`config.mk`:
```
export PLATFORM = sky130hd
export DESIGN_NAME = uart_rx_controller
export DESIGN_NICKNAME = d
export VERILOG_FILES = /design/src/rtl/uart_rx_controller.sv
export SDC_FILE = /design/constraint.sdc
export NUM_CORES = 1
export LEC_CHECK = 0
export CAP_MARGIN = 0
export CELL_PAD_IN_SITES_DETAIL_PLACEMENT = 0
export CELL_PAD_IN_SITES_GLOBAL_PLACEMENT = 1
export CORE_ASPECT_RATIO = 1.75
export CORE_MARGIN = 5
export CORE_UTILIZATION = 52
export CTS_BUF_LIST = sky130_fd_sc_hd__clkbuf_4 sky130_fd_sc_hd__clkbuf_8
export CTS_CLUSTER_DIAMETER = 80
export CTS_CLUSTER_SIZE = 20
export DETAILED_ROUTE_END_ITERATION = 10
export HOLD_SLACK_MARGIN = 0.06
export PLACE_DENSITY_LB_ADDON = 0.3
export SLEW_MARGIN = 20
export SYNTH_ARGS = -nofsm -noshare
export SYNTH_HDL_FRONTEND = slang
export SYNTH_SLANG_ARGS = --single-unit
```
`constraint.sdc`:
```
create_clock -name clk -period 5.6 [get_ports clk]
set_input_delay 1.4 -clock clk [delete_from_list [all_inputs] [get_ports clk]]
set_output_delay 1.4 -clock clk [all_outputs]
set_load 0.02 [all_outputs]
```
`src/rtl/uart_rx_controller.sv`:
```
// uart_rx_controller
//   Memory-mapped 8N1 UART receiver. The asynchronous rx pin is synchronized,
//   framed by a bit-timing FSM and received bytes are queued in a small FIFO
//   that the processor reads through a four-word register window.
//
//   Optional feature macro: UART_RX_LED_EN (drives rx_led with a push-triggered
//   activity pulse; when undefined rx_led is tied low).
//
// Ports:
//   clk        processor clock (only clock)
//   reset      asynchronous, active-high reset
//   rx         serial input, idle high
//   address_i  word address; [1:0] select DATA/STATUS/CTRL/reserved
//   MW_i       write strobe, one cycle per store
//   data_i     write data (CTRL: bit0 pop, bit1 clear sticky flags)
//   data_o     combinational read data for address_i
//   rx_led     receive activity indicator
module uart_rx_controller #(
    parameter int CLKS_PER_BIT = 434,
    parameter int FIFO_DEPTH   = 16
) (
    input  logic        clk,
    input  logic        reset,
    input  logic        rx,
    input  logic [29:0] address_i,
    input  logic        MW_i,
    input  logic [31:0] data_i,
    output logic [31:0] data_o,
    output logic        rx_led
);

    localparam int CNT_W = $clog2(CLKS_PER_BIT);
    localparam int PTR_W = $clog2(FIFO_DEPTH);
    localparam logic [CNT_W-1:0] HALF_LAST = CNT_W'(CLKS_PER_BIT / 2 - 1);
    localparam logic [CNT_W-1:0] FULL_LAST = CNT_W'(CLKS_PER_BIT - 1);
    localparam logic [PTR_W:0]   DEPTH_CNT = (PTR_W + 1)'(FIFO_DEPTH);

    typedef enum logic [1:0] {
        ST_IDLE  = 2'd0,
        ST_START = 2'd1,
        ST_DATA  = 2'd2,
        ST_STOP  = 2'd3
    } rx_state_t;

    rx_state_t          state_r, state_next_s;
    logic               rx_meta_r, rx_s, rx_prev_r;
    logic [CNT_W-1:0]   clk_cnt_r;
    logic [2:0]         bit_cnt_r;
    logic [7:0]         shift_r;
    logic               tick_half_s, tick_full_s;
    logic               cnt_reload_s, shift_en_s, byte_ok_s, frame_err_s;

    logic [7:0]         fifo_mem_r [FIFO_DEPTH];
    logic [PTR_W-1:0]   wr_ptr_r, rd_ptr_r;
    logic [PTR_W:0]     fifo_cnt_r;
    logic               not_empty_s, full_s;
    logic               ctrl_wr_s, pop_s, clr_s, push_s, ovr_set_s;
    logic               overrun_r, framing_err_r;
    logic [31:0]        status_s;
    logic               unused_bits_s;

    // Upper address bits and upper CTRL bits carry no function.
    assign unused_bits_s = ^{address_i[29:2], data_i[31:2]};

    // Two-flop synchronizer plus one-cycle history for falling-edge detect.
    always_ff @(posedge clk or posedge reset) begin
        if (reset) begin
            rx_meta_r <= 1'b1;
            rx_s      <= 1'b1;
            rx_prev_r <= 1'b1;
        end else begin
            rx_meta_r <= rx;
            rx_s      <= rx_meta_r;
            rx_prev_r <= rx_s;
        end
    end

    assign tick_half_s = (clk_cnt_r == HALF_LAST);
    assign tick_full_s = (clk_cnt_r == FULL_LAST);

    // FSM state register.
    always_ff @(posedge clk or posedge reset) begin
        if (reset) begin
            state_r <= ST_IDLE;
        end else begin
            state_r <= state_next_s;
        end
    end

    // FSM next-state logic; a start needs a genuine 1->0 edge on rx_s.
    always_comb begin
        state_next_s = state_r;
        case (state_r)
            ST_IDLE: begin
                if (!rx_s && rx_prev_r) state_next_s = ST_START;
                else                    state_next_s = ST_IDLE;
            end
            ST_START: begin
                if (tick_half_s) state_next_s = rx_s ? ST_IDLE : ST_DATA;
                else             state_next_s = ST_START;
            end
            ST_DATA: begin
                if (tick_full_s && (bit_cnt_r == 3'd7)) state_next_s = ST_STOP;
                else                                    state_next_s = ST_DATA;
            end
            ST_STOP: begin
                if (tick_full_s) state_next_s = ST_IDLE;
                else             state_next_s = ST_STOP;
            end
            default: state_next_s = ST_IDLE;
        endcase
    end

    // FSM outputs: counter reload, data-bit shift and stop-bit verdict.
    always_comb begin
        cnt_reload_s = (state_next_s != state_r);
        shift_en_s   = 1'b0;
        byte_ok_s    = 1'b0;
        frame_err_s  = 1'b0;
        case (state_r)
            ST_DATA: begin
                shift_en_s   = tick_full_s;
                cnt_reload_s = tick_full_s;
            end
            ST_STOP: begin
                byte_ok_s   = tick_full_s && rx_s;
                frame_err_s = tick_full_s && !rx_s;
            end
            default: begin
                shift_en_s = 1'b0;
            end
        endcase
    end

    // Bit-timing counter, bit index and LSB-first shift register.
    always_ff @(posedge clk or posedge reset) begin
        if (reset) begin
            clk_cnt_r <= '0;
            bit_cnt_r <= 3'd0;
            shift_r   <= 8'd0;
        end else begin
            if (cnt_reload_s || (state_r == ST_IDLE)) clk_cnt_r <= '0;
            else                                      clk_cnt_r <= clk_cnt_r + CNT_W'(1);
            if (state_r != ST_DATA) bit_cnt_r <= 3'd0;
            else if (shift_en_s)    bit_cnt_r <= bit_cnt_r + 3'd1;
            else                    bit_cnt_r <= bit_cnt_r;
            if (shift_en_s) shift_r <= {rx_s, shift_r[7:1]};
            else            shift_r <= shift_r;
        end
    end

    assign not_empty_s = (fifo_cnt_r != '0);
    assign full_s      = (fifo_cnt_r == DEPTH_CNT);
    assign ctrl_wr_s   = MW_i && (address_i[1:0] == 2'd2);
    assign pop_s       = ctrl_wr_s && data_i[0] && not_empty_s;
    assign clr_s       = ctrl_wr_s && data_i[1];
    // A pop in the same cycle frees the slot, so a full FIFO still accepts.
    assign push_s      = byte_ok_s && (!full_s || pop_s);
    assign ovr_set_s   = byte_ok_s && full_s && !pop_s;

    // FIFO storage; contents need no reset since reads are gated by count.
    always_ff @(posedge clk) begin
        if (push_s) fifo_mem_r[wr_ptr_r] <= shift_r;
    end

    // FIFO pointers and occupancy count.
    always_ff @(posedge clk or posedge reset) begin
        if (reset) begin
            wr_ptr_r   <= '0;
            rd_ptr_r   <= '0;
            fifo_cnt_r <= '0;
        end else begin
            if (push_s) wr_ptr_r <= wr_ptr_r + PTR_W'(1);
            if (pop_s)  rd_ptr_r <= rd_ptr_r + PTR_W'(1);
            case ({push_s, pop_s})
                2'b10:   fifo_cnt_r <= fifo_cnt_r + (PTR_W + 1)'(1);
                2'b01:   fifo_cnt_r <= fifo_cnt_r - (PTR_W + 1)'(1);
                default: fifo_cnt_r <= fifo_cnt_r;
            endcase
        end
    end

    // Sticky error flags; a new error wins over a same-cycle clear.
    always_ff @(posedge clk or posedge reset) begin
        if (reset) begin
            overrun_r     <= 1'b0;
            framing_err_r <= 1'b0;
        end else begin
            if (ovr_set_s)   overrun_r <= 1'b1;
            else if (clr_s)  overrun_r <= 1'b0;
            else             overrun_r <= overrun_r;
            if (frame_err_s) framing_err_r <= 1'b1;
            else if (clr_s)  framing_err_r <= 1'b0;
            else             framing_err_r <= framing_err_r;
        end
    end

    assign status_s = {15'd0, 9'(fifo_cnt_r), 4'd0,
                       framing_err_r, overrun_r, full_s, not_empty_s};

    // Register read mux; reads never change state.
    always_comb begin
        data_o = 32'd0;
        case (address_i[1:0])
            2'd0: begin
                if (not_empty_s) data_o = {24'd0, fifo_mem_r[rd_ptr_r]};
                else             data_o = 32'd0;
            end
            2'd1:    data_o = status_s;
            default: data_o = 32'd0;
        endcase
    end

`ifdef UART_RX_LED_EN
    logic [19:0] led_cnt_r;
    logic        led_r;

    // Activity hold: each push (re)starts a 2^20-cycle high window.
    always_ff @(posedge clk or posedge reset) begin
        if (reset) begin
            led_cnt_r <= 20'd0;
            led_r     <= 1'b0;
        end else if (push_s) begin
            led_cnt_r <= 20'hF_FFFF;
            led_r     <= 1'b1;
        end else if (led_r) begin
            if (led_cnt_r == 20'd0) led_r <= 1'b0;
            else                    led_cnt_r <= led_cnt_r - 20'd1;
        end else begin
            led_cnt_r <= led_cnt_r;
        end
    end

    assign rx_led = led_r;
`else
    assign rx_led = 1'b0;
`endif

endmodule
```
==> results.sh <==
export IMPL_fin_crit_sh=0.856
export IMPL_hp_start="rx_meta_r"
export IMPL_netlist_area_leader_share=0.528
export IMPL_grt_setup_unrepaired="false"
export IMPL_cpLargestDelayFamily="buffers and inverters"
export IMPL_cp_slowest_stage_delay_ps=650
export IMPL_arrival_ps=3390
export IMPL_cts_repair_resized=0
export IMPL_grt_pass1_wl_mm=21.6
export IMPL_netlist_area_mm2=0.00728
export IMPL_post_cts_buffers=0
export IMPL_hold_slack_ps=360
export IMPL_ir_worst_vdd_uv=216
export IMPL_grt_pass1_vias=3721
export IMPL_powerDensity_mw_per_mm2=365
export IMPL_ys_ff_latch=168
export IMPL_root_buffer="clkbuf_8"
export IMPL_initial_core_util=0.526
export IMPL_crit_chain="clkdlybuf4s50_1 -> or3_1 -> o21ai_0 -> clkdlybuf4s50_1"
export IMPL_grt_max_degree=41
export IMPL_port_buffers=20
export IMPL_cts_tree="done"
export IMPL_design_area_mm2=0.00796
export IMPL_wirelength_mm=13.7
export IMPL_tns_ps=0
export IMPL_die_area_mm2=0.0166
export IMPL_die_w_um=99.4
export IMPL_wire_per_inst_um=21.1
export IMPL_pin_count=99
export IMPL_crit_top_cell="clkdlybuf4s50_1"
export IMPL_cap_violations=0
export IMPL_path_buf_inv=2
export IMPL_place_congestion=0.763
export IMPL_clock_skew_ps=11.7
export IMPL_vias=3609
export IMPL_crit_path_start="address_i[1]"
export IMPL_die_h_um=166
export IMPL_setup_viol=0
export IMPL_postSynthCellCount=430
export IMPL_synth_seq_area_share=0.666
export IMPL_outcome="finished, final reports clean"
export IMPL_finalHoldViolCount=0
export IMPL_drt_first_pass_iters=4
export IMPL_synth_edf_count=128
export IMPL_fin_crit_ps=4790
export IMPL_fmax_ghz=0.209
export IMPL_critPathKind="input pin to primary output"
export IMPL_gr_total_overflow=0
export IMPL_yosysWarnings=0
export IMPL_dp_hpwl_mm=9.41
export IMPL_numCtsBuffers=17
export IMPL_yosysTopAreaCell="edfxtp_1"
export IMPL_required_ps=4200
export IMPL_synthToLayoutAreaGrowth_pct=9.42
export IMPL_min_path_type="flop to flop"
export IMPL_first_iter_violations=165
export IMPL_start_kind="input pin"
export IMPL_drc_errors=0
export IMPL_htreeDepth=4
export IMPL_synth_most_common_cell="edfxtp_1"
export IMPL_ant_nets=0
export IMPL_dpl_cell_area_mm2=0.00758
export IMPL_leakage_nw=3.20
export IMPL_r2r_start="clk_cnt_r[1]"
export IMPL_antenna_found_initial=0
export IMPL_ys_flop_type="edfxtp_1"
export IMPL_hold_buffers=0
export IMPL_std_cell_rows=57
export IMPL_path_clk_slew_ps=90
export IMPL_clock_sinks=168
export IMPL_worst_pin_slew_ps=879
export IMPL_syn_area_per_cell_um2=16.9
export IMPL_num_nets_final=540
export IMPL_synth_area_leaders="edfxtp_1 53%, dfrtp_1 13%, mux4_2 7.1%, mux4_1 4.3%, ha_1 2.4%"
export IMPL_relSlewSlack=0.414
export IMPL_clockBufferDepth=2
export IMPL_viasPerCell=5.56
export IMPL_grt_usage=0.178
export IMPL_end_kind="primary output"
export IMPL_yosys_top_cells_count="128 x edfxtp_1, 37 x dfrtp_1, 25 x and2_1"
export IMPL_synth_async_reset_ratio=0.238
export IMPL_maxSlewViolCount=0
export IMPL_clock_latency_ps=450
export IMPL_synth_distinct_cells=47
export IMPL_critPathSlowestCell="clkdlybuf4s50_1"
export IMPL_drive_above_1_share=0.167
export IMPL_crit_fanout=7
export IMPL_diodes=0
export IMPL_coreArea_mm2=0.0138
worst register-to-register path, stage by stage, from the launching register on:
cell and delay, ps:
dfrtp_1 430, inv_1 90, ha_1 130, nor2b_1 230
nand4_2 270, nor3_4 420, inv_1 100, ha_1 300
fa_1 420, a21o_1 170, a21oi_1 170, xor2_1 160
nor2_1 70, xor2_1 140
where the power goes:
part | internal (mW) | switching [mW]
clock network | 0.368 | 0.458
logic | 0.308 | 0.260
registers | 1.38 | 0.136
total | 2.06 | 0.854
per-layer routing:
layer / track usage / wire (um) / up-vias
met1: 0.205 / 5080 / 1861
li1: - / - / 1662
met4: 0.0565 / 152 / 0
met2: 0.326 / 7940 / 78
met3: 0.0360 / 542 / 8
met5: 0 / 0 / -
area by class of cell:
type                    instances  area [um2]
well taps                     177         221
flip-flops and latches        168        4850
multi-input cells             236        2220
repair buffers                 27         253
fillers                      1088        5870
clock inverters                14         141
clock buffers                  18         241
inverters                       9        33.8
sequential cells by signal, summed over array words and instances (netlist names):
signal / flops
rx_prev_r: 1
fifo_mem_r: 128
clk_cnt_r: 9
overrun_r: 1
framing_err_r: 1
bit_cnt_r: 3
wr_ptr_r: 4
rx_meta_r: 1
state_r: 2
rx_s: 1
rd_ptr_r: 4
shift_r: 8
fifo_cnt_r: 5
worst paths after layout:
| path | end | slack [ps] | cells past startpoint |
|---|---|---|---|
| setup / recovery | data_o[3] | 810 | 4 |
| hold / removal | rx_s | 360 | 0 |
| setup reg to reg | fifo_cnt_r[4] | 2390 | 13 |
| hold reg to reg | rx_s | 360 | 0 |
| max in group asynchronous | shift_r[4] | 3820 | 3 |
| min in group asynchronous | rd_ptr_r[2] | 1390 | 3 |
per-stage QoR:
step / util / std cells / setup WS, ps / total power, mW
detailed placement: 0.548 / 617 / 793 / 2.13
finish: 0.575 / 649 / 807 / 2.91
CTS: 0.575 / 649 / 801 / 2.95
global placement: 0.548 / 617 / 815 / 2.11
global route: 0.575 / 649 / 750 / 3.06
floorplan: - / 449 / 1760 / 1.97
cells by family after synthesis:
group | Yosys count | synth area share
buffers and inverters | 45 | 0.0380
AOI/OAI and AO/OA | 30 | 0.0272
and+or+nand+nor | 100 | 0.0786
DFF | 168 | 0.666
muxes | 52 | 0.140
adders and majority gates | 15 | 0.0268
other | 1 | 0.000515
xor gates and xnor gates | 19 | 0.0229
cells in the final DEF, fill, tap and decap left out, types with 9 or more instances in the layout:
master           netlist  layout
xnor2_1               10      10
ha_1                  14      14
mux4_1                12      12
and2_1                25      25
mux4_2                23      23
mux2_2                10      10
dfrtp_1               37      37
nor2_1                15      15
edfxtp_1             128     128
conb_1                 1      20
clkdlybuf4s50_1        0      20
nand2_1               20      20
clkbuf_8               0      17
xor2_1                 9       9
Power figures use the tool's default switching activity.
